### src/rtl/onehot_alu_pkg.sv
// Shared types and helpers for the one-hot ALU pipeline.
package onehot_alu_pkg;

  typedef enum logic [2:0] {
    OpPassA  = 3'b000,
    OpAdd    = 3'b001,
    OpSub    = 3'b010,
    OpMul    = 3'b011,
    OpAnd    = 3'b100,
    OpOr     = 3'b101,
    OpAccAdd = 3'b110,
    OpAccClr = 3'b111
  } opcode_e;

  // One-hot vector width for a W-bit binary value.
  function automatic int unsigned onehot_width(int unsigned w);
    return 32'd1 << w;
  endfunction

endpackage

### src/rtl/onehot_encoder.sv
// One-hot to binary encoder; valid_o is set only when exactly one bit is set.
module onehot_encoder
  import onehot_alu_pkg::*;
#(
  parameter int unsigned W = 4,
  parameter int unsigned N = onehot_width(W)
) (
  input  logic [N-1:0] oh_i,
  output logic [W-1:0] bin_o,
  output logic         valid_o
);

  logic seen;
  logic multi;

  // OR-ing the indices is exact for a true one-hot input; other inputs are flagged invalid.
  always_comb begin
    bin_o = '0;
    seen  = 1'b0;
    multi = 1'b0;
    for (int k = 0; k < N; k++) begin
      if (oh_i[k]) begin
        if (seen) multi = 1'b1;
        seen  = 1'b1;
        bin_o = bin_o | W'(k);
      end
    end
    valid_o = seen && !multi;
  end

endmodule

### src/rtl/onehot_alu_pipe.sv
// Two-stage one-hot ALU: S1 decodes/validates operands, S2 computes and holds the result.
module onehot_alu_pipe
  import onehot_alu_pkg::*;
#(
  parameter int unsigned W      = 4,
  parameter bit          ACC_EN = 1'b1,
  localparam int unsigned N     = onehot_width(W)
) (
  input  logic         clk,
  input  logic         rst,
  input  logic         in_valid,
  output logic         in_ready,
  input  logic [N-1:0] a_oh,
  input  logic [N-1:0] b_oh,
  input  logic [2:0]   opcode,
  output logic         out_valid,
  input  logic         out_ready,
  output logic [N-1:0] result_oh,
  output logic [W-1:0] result_bin,
  output logic         overflow,
  output logic         invalid,
  output logic         ovf_sticky
);

  localparam logic [N-1:0] OhOne = {{(N-1){1'b0}}, 1'b1};

  logic [W-1:0] a_bin, b_bin;
  logic         a_ok, b_ok;

  onehot_encoder #(.W(W), .N(N)) u_enc_a (
    .oh_i    (a_oh),
    .bin_o   (a_bin),
    .valid_o (a_ok)
  );

  onehot_encoder #(.W(W), .N(N)) u_enc_b (
    .oh_i    (b_oh),
    .bin_o   (b_bin),
    .valid_o (b_ok)
  );

  opcode_e      op_in;
  logic         use_a, use_b, in_bad;
  logic         accept, s2_adv;

  logic         s1_valid_q, s1_valid_d;
  opcode_e      s1_op_q, s1_op_d;
  logic [W-1:0] s1_a_q, s1_a_d, s1_b_q, s1_b_d;
  logic         s1_bad_q, s1_bad_d;

  logic         out_valid_q, out_valid_d;
  logic [W-1:0] res_bin_q, res_bin_d;
  logic [N-1:0] res_oh_q, res_oh_d;
  logic         ovf_q, ovf_d;
  logic         inv_q, inv_d;
  logic [W-1:0] acc_q, acc_d;
  logic         sticky_q, sticky_d;

  logic [W:0]     sum, acc_sum;
  logic [W-1:0]   diff;
  logic [2*W-1:0] prod;
  logic [W-1:0]   alu_bin, acc_nxt;
  logic           alu_ovf;

  assign op_in = opcode_e'(opcode);

  // Only operands the opcode actually reads are checked for one-hotness.
  always_comb begin
    use_a = 1'b1;
    use_b = 1'b0;
    case (op_in)
      OpAdd, OpSub, OpMul, OpAnd, OpOr: use_b = 1'b1;
      OpAccAdd: use_a = ACC_EN;
      OpAccClr: use_a = 1'b0;
      default: ;
    endcase
    in_bad = (use_a && !a_ok) || (use_b && !b_ok);
  end

  assign s2_adv   = !out_valid_q || out_ready;
  assign in_ready = !rst && (!s1_valid_q || s2_adv);
  assign accept   = in_valid && in_ready;

  always_comb begin
    sum     = {1'b0, s1_a_q} + {1'b0, s1_b_q};
    acc_sum = {1'b0, acc_q} + {1'b0, s1_a_q};
    diff    = s1_a_q - s1_b_q;
    prod    = {{W{1'b0}}, s1_a_q} * {{W{1'b0}}, s1_b_q};
    alu_bin = '0;
    alu_ovf = 1'b0;
    acc_nxt = acc_q;
    case (s1_op_q)
      OpPassA: alu_bin = s1_a_q;
      OpAdd: begin
        alu_bin = sum[W-1:0];
        alu_ovf = sum[W];
      end
      OpSub: begin
        alu_bin = diff;
        alu_ovf = s1_a_q < s1_b_q;
      end
      OpMul: begin
        alu_bin = prod[W-1:0];
        alu_ovf = |prod[2*W-1:W];
      end
      OpAnd: alu_bin = s1_a_q & s1_b_q;
      OpOr:  alu_bin = s1_a_q | s1_b_q;
      OpAccAdd: begin
        if (ACC_EN) begin
          alu_bin = acc_sum[W-1:0];
          alu_ovf = acc_sum[W];
          acc_nxt = acc_sum[W-1:0];
        end
      end
      OpAccClr: begin
        if (ACC_EN) acc_nxt = '0;
      end
      default: ;
    endcase
  end

  always_comb begin
    s1_valid_d  = s1_valid_q;
    s1_op_d     = s1_op_q;
    s1_a_d      = s1_a_q;
    s1_b_d      = s1_b_q;
    s1_bad_d    = s1_bad_q;
    out_valid_d = out_valid_q;
    res_bin_d   = res_bin_q;
    res_oh_d    = res_oh_q;
    ovf_d       = ovf_q;
    inv_d       = inv_q;
    acc_d       = acc_q;
    sticky_d    = sticky_q;

    if (accept) begin
      s1_valid_d = 1'b1;
      s1_op_d    = op_in;
      s1_a_d     = a_bin;
      s1_b_d     = b_bin;
      s1_bad_d   = in_bad;
    end else if (s2_adv) begin
      s1_valid_d = 1'b0;
    end

    // acc and sticky change only on the S1->S2 transfer, so a stall never re-applies a beat.
    if (s2_adv) begin
      out_valid_d = s1_valid_q;
      if (s1_valid_q) begin
        if (s1_bad_q) begin
          res_bin_d = '0;
          res_oh_d  = OhOne;
          ovf_d     = 1'b0;
          inv_d     = 1'b1;
        end else begin
          res_bin_d = alu_bin;
          res_oh_d  = OhOne << alu_bin;
          ovf_d     = alu_ovf;
          inv_d     = 1'b0;
          acc_d     = acc_nxt;
          sticky_d  = sticky_q | alu_ovf;
        end
      end
    end
  end

  always_ff @(posedge clk) begin
    if (rst) begin
      s1_valid_q  <= 1'b0;
      s1_op_q     <= OpPassA;
      s1_a_q      <= '0;
      s1_b_q      <= '0;
      s1_bad_q    <= 1'b0;
      out_valid_q <= 1'b0;
      res_bin_q   <= '0;
      res_oh_q    <= '0;
      ovf_q       <= 1'b0;
      inv_q       <= 1'b0;
      acc_q       <= '0;
      sticky_q    <= 1'b0;
    end else begin
      s1_valid_q  <= s1_valid_d;
      s1_op_q     <= s1_op_d;
      s1_a_q      <= s1_a_d;
      s1_b_q      <= s1_b_d;
      s1_bad_q    <= s1_bad_d;
      out_valid_q <= out_valid_d;
      res_bin_q   <= res_bin_d;
      res_oh_q    <= res_oh_d;
      ovf_q       <= ovf_d;
      inv_q       <= inv_d;
      acc_q       <= acc_d;
      sticky_q    <= sticky_d;
    end
  end

  assign out_valid  = out_valid_q;
  assign result_bin = res_bin_q;
  assign result_oh  = res_oh_q;
  assign overflow   = ovf_q;
  assign invalid    = inv_q;
  assign ovf_sticky = sticky_q;

endmodule

### config.mk
export PLATFORM = sky130hd
export DESIGN_NAME = onehot_alu_pipe
export DESIGN_NICKNAME = d
export VERILOG_FILES = /design/src/rtl/onehot_alu_pkg.sv /design/src/rtl/onehot_encoder.sv /design/src/rtl/onehot_alu_pipe.sv
export SDC_FILE = /design/constraint.sdc
export NUM_CORES = 1
export LEC_CHECK = 0
export ABC_AREA = 1
export BUFFER_PORTS_ARGS = -buffer_cell sky130_fd_sc_hd__buf_4
export CORE_UTILIZATION = 45
export DETAILED_ROUTE_END_ITERATION = 10
export PLACE_DENSITY = 0.67
export SLEW_MARGIN = 15
export SYNTH_ARGS = -nofsm -noshare
export SYNTH_HDL_FRONTEND = slang
export SYNTH_SLANG_ARGS = --single-unit
### constraint.sdc
create_clock -name clk -period 3.5 [get_ports clk]
set_input_delay 1.05 -clock clk [delete_from_list [all_inputs] [get_ports clk]]
set_output_delay 1.05 -clock clk [all_outputs]
set_load 0.05 [all_outputs]
==> impl_metrics.ini, run 1 <==
[timing]
min_period_over_period_pct = 88.1
maxSlewViolCount = 0
slew_headroom_pct = 59.1
setup_viol = 0
rsz0062_at_grt = false
setup_tns_ns = 0
tightest_slew_ns = 0.613
max_freq_mhz = 324
hold_viol_final = 0
fin_crit_ns = 3.08
clock_skew_ns = 0.00615

[yosys]
synth_top_area_share_pct = 25.9
yosys-top-cells-count = nand2_1 (121), inv_1 (73), nor2_1 (60)
yosys-top-cells-area = dfxtp_1 (26%), nand2_1 (14%), ha_1 (11%)
synth_nets = 571
ys_seq_elements = 41
postSynthCellCount = 497
ys_warn_count = 0
synth_cell_types = 27
yosysTopAreaCell = dfxtp_1
synth-main-ff-cell = dfxtp_1
seq_area_frac_synth_pct = 25.9
yosysMostFrequentCell = nand2_1
synth_area_per_cell_um2 = 6.38
synth-async-reset-ratio_pct = 0
synth-edff-count = 0
syn_area_um2 = 3170

[floorplanning]
die_width_um = 86.0
num_rows = 30
core_um2 = 6790
num_io_pins = 64
die_h_um = 86.0
die-area_um2 = 7390
start_util_pct = 46.7

[drt]
drc = 0
wl_per_cell_um = 11.9
antenna_left = 0
wl_um = 7860
firstDrtPassIters = 5
num_vias = 3301
via_per_inst = 5.01
initialDrtViolationCount = 162

[clock_tree]
clk_pin_slew_ns = 0.09
cts_resized = 0
clock_latency_ns = 0.30
cts.sinks = 41
cts_buffer_depth = 2
numCtsBuffers = 5
cts_root_buf = clkbuf_8
post_cts_buffers = 0
holdBufCountCts = 0
h-tree-depth = 2
cts_tree = done

[critical_path]
required_ns = 3.68
endpoint_kind = flip-flop
crit_family = adder cells
r2r-start = s1_a_q[0]$_SDFFE_PP0P_
startpoint_type = flip-flop
cp.arrival_ns = 3.26
critPathSlowestCell = fa_1
r2r_cells = 13
crit_fanout = 10
r2r_setup_slack_ns = 0.42
path_class = flip-flop to flip-flop
crit_top_cell = fa_1
cp_cell_sequence = nand2_1, inv_1, fa_1, inv_1, fa_1, fa_1, o22ai_1, nor2_1, nand2_1, nor2_4, nor2_4, a21oi_1, nor2_1
slowest_delay_ns = 0.55
r2r-end = result_bin[3]$_SDFFE_PP0P_
crit_buf_inv = 2
crit_start = s1_a_q[0]$_SDFFE_PP0P_

[grt]
grt_pass1_wl_um = 13100
grt_overflow = 0
antenna_found_initial = 0
grt_max_degree = 28
grtUsageTotal_pct = 22.1
grt_pass1_vias = 3048

[worst_hold_path]
hp-class = flip-flop to flip-flop
hold_depth = 2
min_to = ovf_sticky$_SDFFE_PP0P_
hp-start = ovf_sticky$_SDFFE_PP0P_

[finish]
nets = 636
drive_above_1_share_pct = 16.3
seq_area_um2 = 821
n_antenna_cell = 0
area_growth_pct = 22.1
fin_util_pct = 57.0
multi_input_area_um2 = 2020
final.fill_count = 671

[pwr]
power.density_nw_per_um2 = 307
vdd_ir_drop_max_mv = 0.167
leakage_uw = 0.00196

[placement]
port_buffers = 63
dpl.hpwl_um = 6350
gp_congestion = 1.01

[job]
maxCapViolCount = 0

[outcome]
status = complete, no violations
-- worst max-delay path by stage --
stage	to	slack [ns]	depth (start not counted)
2_1_floorplan	overflow$_SDFFE_PP0P_	0.54	16
3_3_place_gp	result_bin[3]$_SDFFE_PP0P_	0.48	13
3_5_place_dp	result_bin[3]$_SDFFE_PP0P_	0.43	13
4_1_cts	result_bin[3]$_SDFFE_PP0P_	0.41	13
5_1_grt	result_bin[3]$_SDFFE_PP0P_	0.19	13
6_report	result_bin[3]$_SDFFE_PP0P_	0.42	13
-- worst reg2reg max path: cells and delay by family (launching register included) --
| kind | cells | cell delay, ns |
|---|---|---|
| AND/OR/NAND/NOR | 6 | 0.69 |
| adder cells (fa/ha/maj) | 3 | 1.59 |
| flip-flops | 1 | 0.38 |
| buffers and inverters | 2 | 0.10 |
| AO/OA/AOI/OAI | 2 | 0.21 |
-- through the flow --
| step | instances | instance area (µm²) | total power (µW) | hold slack, ns | worst slack [ns] |
|---|---|---|---|---|---|
| after global placement | 651 | 3760 | 801 | 0.448 | 0.481 |
| after global routing | 659 | 3870 | 1250 | 0.487 | 0.194 |
| after detailed placement | 651 | 3760 | 804 | 0.448 | 0.425 |
| final | 659 | 3870 | 1190 | 0.459 | 0.417 |
| after CTS | 659 | 3870 | 1200 | 0.461 | 0.410 |
| after floorplan | 497 | 3170 | 701 | 0.445 | 0.545 |
-- sequential cells by signal (all words and copies together) (netlist names) --
register	cells
ovf_sticky	1
result_oh	16
s1_bad_q	1
s1_b_q	4
overflow	1
result_bin	4
s1_a_q	4
invalid	1
out_valid	1
s1_op_q	3
acc_q	4
s1_valid_q	1
-- where the power goes --
group / internal [µW] / switching, µW / leakage [µW] / total, µW
clock: 214 / 180 / 0.0000585 / 394
sequential: 483 / 21.3 / 0.000334 / 504
combinational: 107 / 184 / 0.00156 / 290
-- cell usage in the layout, fill, tap and decap left out, types with 2 or more instances in the layout --
cell        n
or2_2       2
buf_4      67
o21bai_1    3
inv_2       6
nor2_4      2
o21ai_1     4
a41oi_1     3
nor2_1     60
nand2_2     2
fa_1        7
nand3_1    30
xor2_1      6
nand2_1   121
a31oi_1     3
dfxtp_1    41
nor2_2      5
nor4_1      4
o21ai_0    25
a21oi_1    44
nand4_1     7
inv_1      73
clkbuf_8    5
o22ai_1     4
nor3_1      7
ha_1       28
-- cell families (layout without fill, tap and decap cells) --
| family | count (synthesis) | in the layout | synth area share, % |
|---|---|---|---|
| adder cells (fa/ha/maj) | 35 | 35 | 15.5 |
| AND/OR/NAND/NOR | 240 | 240 | 31.9 |
| flip-flops | 41 | 41 | 25.9 |
| AO/OA/AOI/OAI | 87 | 87 | 14.7 |
| buffers and inverters | 88 | 154 | 10.4 |
| XOR/XNOR | 6 | 6 | 1.66 |
-- layer usage --
metal	global-route usage (%)	vias to the layer above	wire length, µm
met2	40.0	94	3850
met3	3.75	12	401
met5	0	-	0
met1	26.7	1469	3500
li1	-	1726	-
met4	6.06	0	112
-- cell type report --
type | instances | share of cell area (%)
tap | 96 | 3.10
sequential | 41 | 21.2
clock buffer | 5 | 1.78
clock inverter | 3 | 1.13
multi-input combinational | 368 | 52.2
timing repair buffer | 67 | 13.0
inverter | 79 | 7.66
Power figures use the tool's default switching activity.
==> run 2, diff against run 1 <==
--- a/config.mk
+++ b/config.mk
@@ -5,11 +5,11 @@
 export SDC_FILE = /design/constraint.sdc
 export NUM_CORES = 1
 export LEC_CHECK = 0
-export ABC_AREA = 1
 export BUFFER_PORTS_ARGS = -buffer_cell sky130_fd_sc_hd__buf_4
+export CAP_MARGIN = 20
 export CORE_UTILIZATION = 45
 export DETAILED_ROUTE_END_ITERATION = 10
-export PLACE_DENSITY = 0.67
+export PLACE_DENSITY = 0.68
 export SLEW_MARGIN = 15
 export SYNTH_ARGS = -nofsm -noshare
 export SYNTH_HDL_FRONTEND = slang
==> run 2 against run 1 <==
Clock-buffer cell count is 1 higher. Global-route usage hardly changed. Core utilization is 0.86 points higher. Maximum frequency is 6.9% lower. Sequential power is 0.8% higher.
==> impl_metrics.ini, run 2 <==
[critical_path]
r2r_setup_slack_ns = 0.19
endpoint_kind = flip-flop
path_class = flip-flop to flip-flop
startpoint_type = flip-flop
slowest_delay_ns = 0.58
cp.arrival_ns = 3.51
critPathSlowestCell = fa_1
r2r_cells = 13
crit_fanout = 5
r2r-start = s1_b_q[2]$_SDFFE_PP0P_
r2r-end = ovf_sticky$_SDFFE_PP0P_
required_ns = 3.70
cp_cell_sequence = inv_2, nor2_1, fa_1, inv_1, fa_1, inv_1, ha_1, a21o_1, a21oi_1, mux2_2, o311ai_1, a21oi_1, a21o_1

[finish]
final_common_cell = buf_4
nets = 490
drive_above_1_share_pct = 22.5
finalNonFillerCells = 494
layout_common_cells = buf_4 (74), nor2_1 (43), dfxtp_1 (41), ha_1 (28)
largest_reg_flops = 16
fin_util_pct = 57.9
area_growth_pct = 23.9
n_antenna_cell = 0

[yosys]
ys_warn_count = 0
synth-main-ff-cell = dfxtp_1
synth_top_area_share_pct = 27.7
syn_area_um2 = 2970
postSynthCellCount = 345
ys_seq_elements = 41
yosys-top-cells-count = nor2_1 (43), dfxtp_1 (41), ha_1 (28)
synth_nets = 419
yosysTopAreaCell = dfxtp_1
synth_area_per_cell_um2 = 8.60
yosys-top-cells-area = dfxtp_1 (28%), ha_1 (12%), nor2_1 (5.4%)
synth-async-reset-ratio_pct = 0
synth_cell_types = 55
seq_area_frac_synth_pct = 27.7
synth-edff-count = 0
yosysMostFrequentCell = nor2_1

[clock_tree]
cts_buffer_depth = 2
cts.sinks = 41
post_cts_buffers = 0
clock_latency_ns = 0.30
clk_pin_slew_ns = 0.08
numCtsBuffers = 5
h-tree-depth = 2
cts_tree = done
cts_root_buf = clkbuf_8

[worst_hold_path]
hold_depth = 2
hp-start = result_oh[14]$_SDFFE_PP0P_
min_to = result_oh[14]$_SDFFE_PP0P_
hp-class = flip-flop to flip-flop

[timing]
hold_viol_final = 0
max_freq_mhz = 302
setup_viol = 0
slew_headroom_pct = 59.6
maxSlewViolCount = 0
fin_crit_ns = 3.31
setup_tns_ns = 0
clock_skew_ns = 0.00435
tightest_slew_ns = 0.605
min_period_over_period_pct = 94.6
rsz0062_at_grt = false

[pwr]
clock_power_share_pct = 28.1
vdd_ir_drop_max_mv = 0.200
seq_power_share_pct = 42.9
power.density_nw_per_um2 = 322
p_int_uw = 789
switching_share_pct = 33.3
leakage_uw = 0.00160
comb_power_share_pct = 29.0
p_switching_uw = 394

[placement]
gp_congestion = 0.897
dpl.hpwl_um = 5980
place_inst = 486
port_buffers = 63

[floorplanning]
core_um2 = 6350
die_h_um = 83.2
die-area_um2 = 6920
num_rows = 29
die_width_um = 83.2
num_io_pins = 64
start_util_pct = 46.7

[grt]
grt_pass1_wl_um = 12500
grt_overflow = 0
grtUsageTotal_pct = 22.1
grt_pass1_vias = 2670
antenna_found_initial = 0
grt_max_degree = 22

[drt]
initialDrtViolationCount = 122
drc = 0
via_per_inst = 5.79
antenna_left = 0
firstDrtPassIters = 4
wl_um = 7490
wl_per_cell_um = 15.2
num_vias = 2862

[outcome]
status = complete, no violations

[job]
maxCapViolCount = 0
[run 2: cell types whose count changed in the layout (fill, tap and decap cells not counted), moves of 8 or more]
cell and delta:
a32o_1 +11, nor2_1 -17, a21oi_1 -23, inv_1 -52, mux2i_1 +9, nand2_1 -103, nand3_1 -26, o21ai_0 -14
nor4_1 +8
[run 2: power groups by stage]
stage          Combinational [µW]  Sequential (µW)  Clock [µW]
2_1_floorplan                 188              538           0
3_3_place_gp                  338              518           0
3_5_place_dp                  341              519           0
4_1_cts                       343              507         337
5_1_grt                       377              511         358
6_report                      343              508         332
[run 2: worst max path at each step]
stage	from	to	slack (ns)	depth (start not counted)
final	s1_b_q[2]$_SDFFE_PP0P_	ovf_sticky$_SDFFE_PP0P_	0.19	13
after global routing	s1_b_q[3]$_SDFFE_PP0P_	overflow$_SDFFE_PP0P_	0.0009	13
after CTS	s1_b_q[2]$_SDFFE_PP0P_	ovf_sticky$_SDFFE_PP0P_	0.05	13
after detailed placement	s1_b_q[2]$_SDFFE_PP0P_	ovf_sticky$_SDFFE_PP0P_	0.06	13
after global placement	s1_b_q[2]$_SDFFE_PP0P_	ovf_sticky$_SDFFE_PP0P_	0.14	13
after floorplan	s1_a_q[1]$_SDFFE_PP0P_	overflow$_SDFFE_PP0P_	0.12	13
[run 2: cell families (layout without fill, tap and decap cells)]
logic type | Yosys count | in the layout | synth area share, %
DFF | 41 | 41 | 27.7
adders and majority gates | 39 | 39 | 17.9
and+or+nand+nor | 116 | 116 | 19.5
buffers and inverters | 32 | 104 | 4.13
AOI/OAI and AO/OA | 96 | 96 | 23.6
muxes | 11 | 11 | 4.18
xor gates and xnor gates | 10 | 10 | 2.95
[run 2: worst max-delay path, delay by kind of cell, from the launching register on]
family,cells,cell delay (ns)
muxes,1,0.34
buffers and inverters,3,0.21
and+or+nand+nor,1,0.06
AOI/OAI and AO/OA,5,0.89
DFF,1,0.34
adders and majority gates,3,1.36
[run 2: layout make-up]
class	count	area (µm²)
repair buffers	74	556
fillers	622	2680
inverters	22	82.6
flip-flops and latches	41	821
clock inverters	2	13.8
clock buffers	6	82.6
well taps	77	96.3
multi-input cells	272	2020
[run 2: metal layers]
metal  part of all wire [%]  GRT usage [%]  vias to the layer above
met5                      0              0                        -
met4                    2.3           7.99                        0
met3                    4.1           3.58                       16
met2                     49           39.5                       91
met1                     44           26.5                     1327
li1                       -              -                     1428
[run 2: metrics by stage]
| step | area (µm²) | setup slack, ns | total power, µW | hold WS, ns |
|---|---|---|---|---|
| 3_3_place_gp | 3580 | 0.136 | 857 | 0.440 |
| 6_report | 3670 | 0.188 | 1180 | 0.456 |
| 2_1_floorplan | 2970 | 0.115 | 726 | 0.436 |
| 3_5_place_dp | 3580 | 0.0592 | 859 | 0.444 |
| 5_1_grt | 3670 | 0.000931 | 1250 | 0.485 |
| 4_1_cts | 3670 | 0.0464 | 1190 | 0.462 |
[run 2: what timing repair did]
item                       CTS  global route
gates resized for setup      0             2
hold buffers                 0             0
setup endpoints to repair    0             2
==> run 3, diff against run 2 <==
--- a/config.mk
+++ b/config.mk
@@ -5,8 +5,9 @@
 export SDC_FILE = /design/constraint.sdc
 export NUM_CORES = 1
 export LEC_CHECK = 0
-export BUFFER_PORTS_ARGS = -buffer_cell sky130_fd_sc_hd__buf_4
+export BUFFER_PORTS_ARGS = -buffer_cell sky130_fd_sc_hd__clkbuf_2
 export CAP_MARGIN = 20
+export CORE_ASPECT_RATIO = 0.7
 export CORE_UTILIZATION = 45
 export DETAILED_ROUTE_END_ITERATION = 10
 export PLACE_DENSITY = 0.68
==> constraint.sdc (replaced) <==
create_clock -name clk -period 3.5 [get_ports clk]
set_input_delay 0.175 -clock clk [delete_from_list [all_inputs] [get_ports clk]]
set_output_delay 0.175 -clock clk [all_outputs]
set_load 0.05 [all_outputs]
==> run 3 against run 2 <==
Die area barely moved. Largest power group unchanged. Global-route usage rose by 2.3 points. Sequential power about the same. Via count decreased by 0.35%. Register-to-register slack got worse by 0.04 ns. Core utilization fell by 2.0 points. Worst setup slack got worse by 0.043 ns. Clock-buffer cell count fell by 1. Combinational power fell by 3%. Wire length is 5.8% higher. Sequential share of layout area grew 0.94 points. Critical path type unchanged. Cell count grew 0.20%.
==> impl_metrics.ini, run 3 (synthesis gave the netlist of run 2 again) <==
[finish]
largest_reg_flops = 16
finalNonFillerCells = 495
nets = 490
n_antenna_cell = 0
layout_common_cells = clkbuf_2 (63), nor2_1 (42), dfxtp_1 (41), ha_1 (28)
fin_util_pct = 55.9
final_common_cell = clkbuf_2
design_area_um2 = 3530
drive_above_1_share_pct = 23.0
area_growth_pct = 18.9

[clock_tree]
holdBufCountCts = 0
cts_buffer_depth = 2
numCtsBuffers = 5
clock_latency_ns = 0.31
cts_root_buf = clkbuf_8
cts.sinks = 41
h-tree-depth = 2
cts_tree = done
clk_pin_slew_ns = 0.09

[timing]
hold_viol_final = 0
clock_skew_ns = 0.0100
maxSlewViolCount = 0
hold_ws_ns = 0.115
setup_viol = 0
fin_crit_ns = 3.35
min_period_over_period_pct = 95.8
tightest_slew_ns = 0.787
rsz0062_at_grt = false
slew_headroom_pct = 47.0
max_freq_mhz = 298

[placement]
place_inst = 485
gp_congestion = 0.926
dpl.hpwl_um = 6170
post_dp_cell_area_um2 = 3410
port_buffers = 63

[pwr]
p_total_uw = 1180
vdd_ir_drop_max_mv = 0.168
switching_share_pct = 35.6
power.density_nw_per_um2 = 333
clock_power_share_pct = 28.4
p_int_uw = 757
p_switching_uw = 418
leakage_uw = 0.00155
comb_power_share_pct = 28.2
seq_power_share_pct = 43.4

[critical_path]
startpoint_type = flip-flop
endpoint_kind = flip-flop
r2r-start = s1_b_q[3]$_SDFFE_PP0P_
cp.arrival_ns = 3.55
crit_fanout = 3
required_ns = 3.70
crit_start = s1_b_q[3]$_SDFFE_PP0P_
path_class = flip-flop to flip-flop

[grt]
antenna_found_initial = 0
grt_pass1_wl_um = 13200
grt_pass1_vias = 2686
grt_max_degree = 22
grtUsageTotal_pct = 24.4
grt_overflow = 0

[job]
maxCapViolCount = 0

[floorplanning]
die_h_um = 69.9
start_util_pct = 47.0
die_width_um = 99.0
num_io_pins = 64
core_um2 = 6310
die-area_um2 = 6930
num_rows = 24

[drt]
antenna_left = 0
initialDrtViolationCount = 145
wl_per_cell_um = 16.0
firstDrtPassIters = 4
wl_um = 7920
via_per_inst = 5.76
drc = 0
num_vias = 2852

[worst_hold_path]
hp-class = input port to flip-flop
hp-start = in_valid

[outcome]
status = complete, no violations
[run 3: what timing repair did]
action | 4_1_cts | 5_1_grt
resized for setup | 1 | 2
endpoints found under the hold margin | 0 | 0
setup endpoints to repair | 2 | 2
pin swaps | 0 | 1
buffers inserted | 0 | 2
[run 3: critical path: stages (launching register included)]
cell      delay (ns)
dfxtp_1         0.33
inv_1           0.07
nor2_1          0.06
fa_1            0.53
inv_1           0.05
fa_1            0.59
inv_1           0.06
ha_1            0.29
a21o_1          0.18
a21oi_1         0.15
mux2_2          0.36
o311ai_2        0.27
a21oi_1         0.13
a21o_1          0.17
[run 3: path summary, 6_finish.rpt]
check                                 end  slack (ns)  cells past startpoint
setup / recovery  ovf_sticky$_SDFFE_PP0P_        0.15                     13
hold / removal    s1_valid_q$_SDFFE_PP0P_        0.12                      3
setup reg to reg  ovf_sticky$_SDFFE_PP0P_        0.15                     13
hold reg to reg      invalid$_SDFFE_PP0P_        0.46                      2
[run 3: through the flow]
stage	TNS (ns)	setup slack [ns]
floorplan	0	0.115
detailed placement	-0.0154	-0.0141
global route	0	0.0242
global placement	0	0.124
finish	0	0.145
CTS	0	0.0198
[run 3: layer usage]
layer | track usage, % | part of all wire (%) | up-vias | wire [µm]
met4 | 4.98 | 0.72 | 0 | 57
met5 | 0 | 0 | - | 0
met3 | 4.30 | 5.4 | 4 | 424
met2 | 36.8 | 44 | 83 | 3500
li1 | - | - | 1433 | -
met1 | 36.2 | 50 | 1332 | 3940
[run 3: layout make-up]
type | count | area (µm²)
tap | 78 | 97.6
clock inverter | 3 | 25.0
timing repair buffer | 74 | 398
clock buffer | 5 | 68.8
sequential | 41 | 821
inverter | 22 | 82.6
fill | 580 | 2780
multi-input combinational | 272 | 2030
[run 3: power groups by stage]
stage | Sequential (µW) | Clock, µW | Combinational, µW
5_1_grt | 514 | 361 | 365
4_1_cts | 509 | 341 | 325
3_3_place_gp | 519 | 0 | 315
6_report | 510 | 334 | 332
3_5_place_dp | 520 | 0 | 321
2_1_floorplan | 538 | 0 | 188
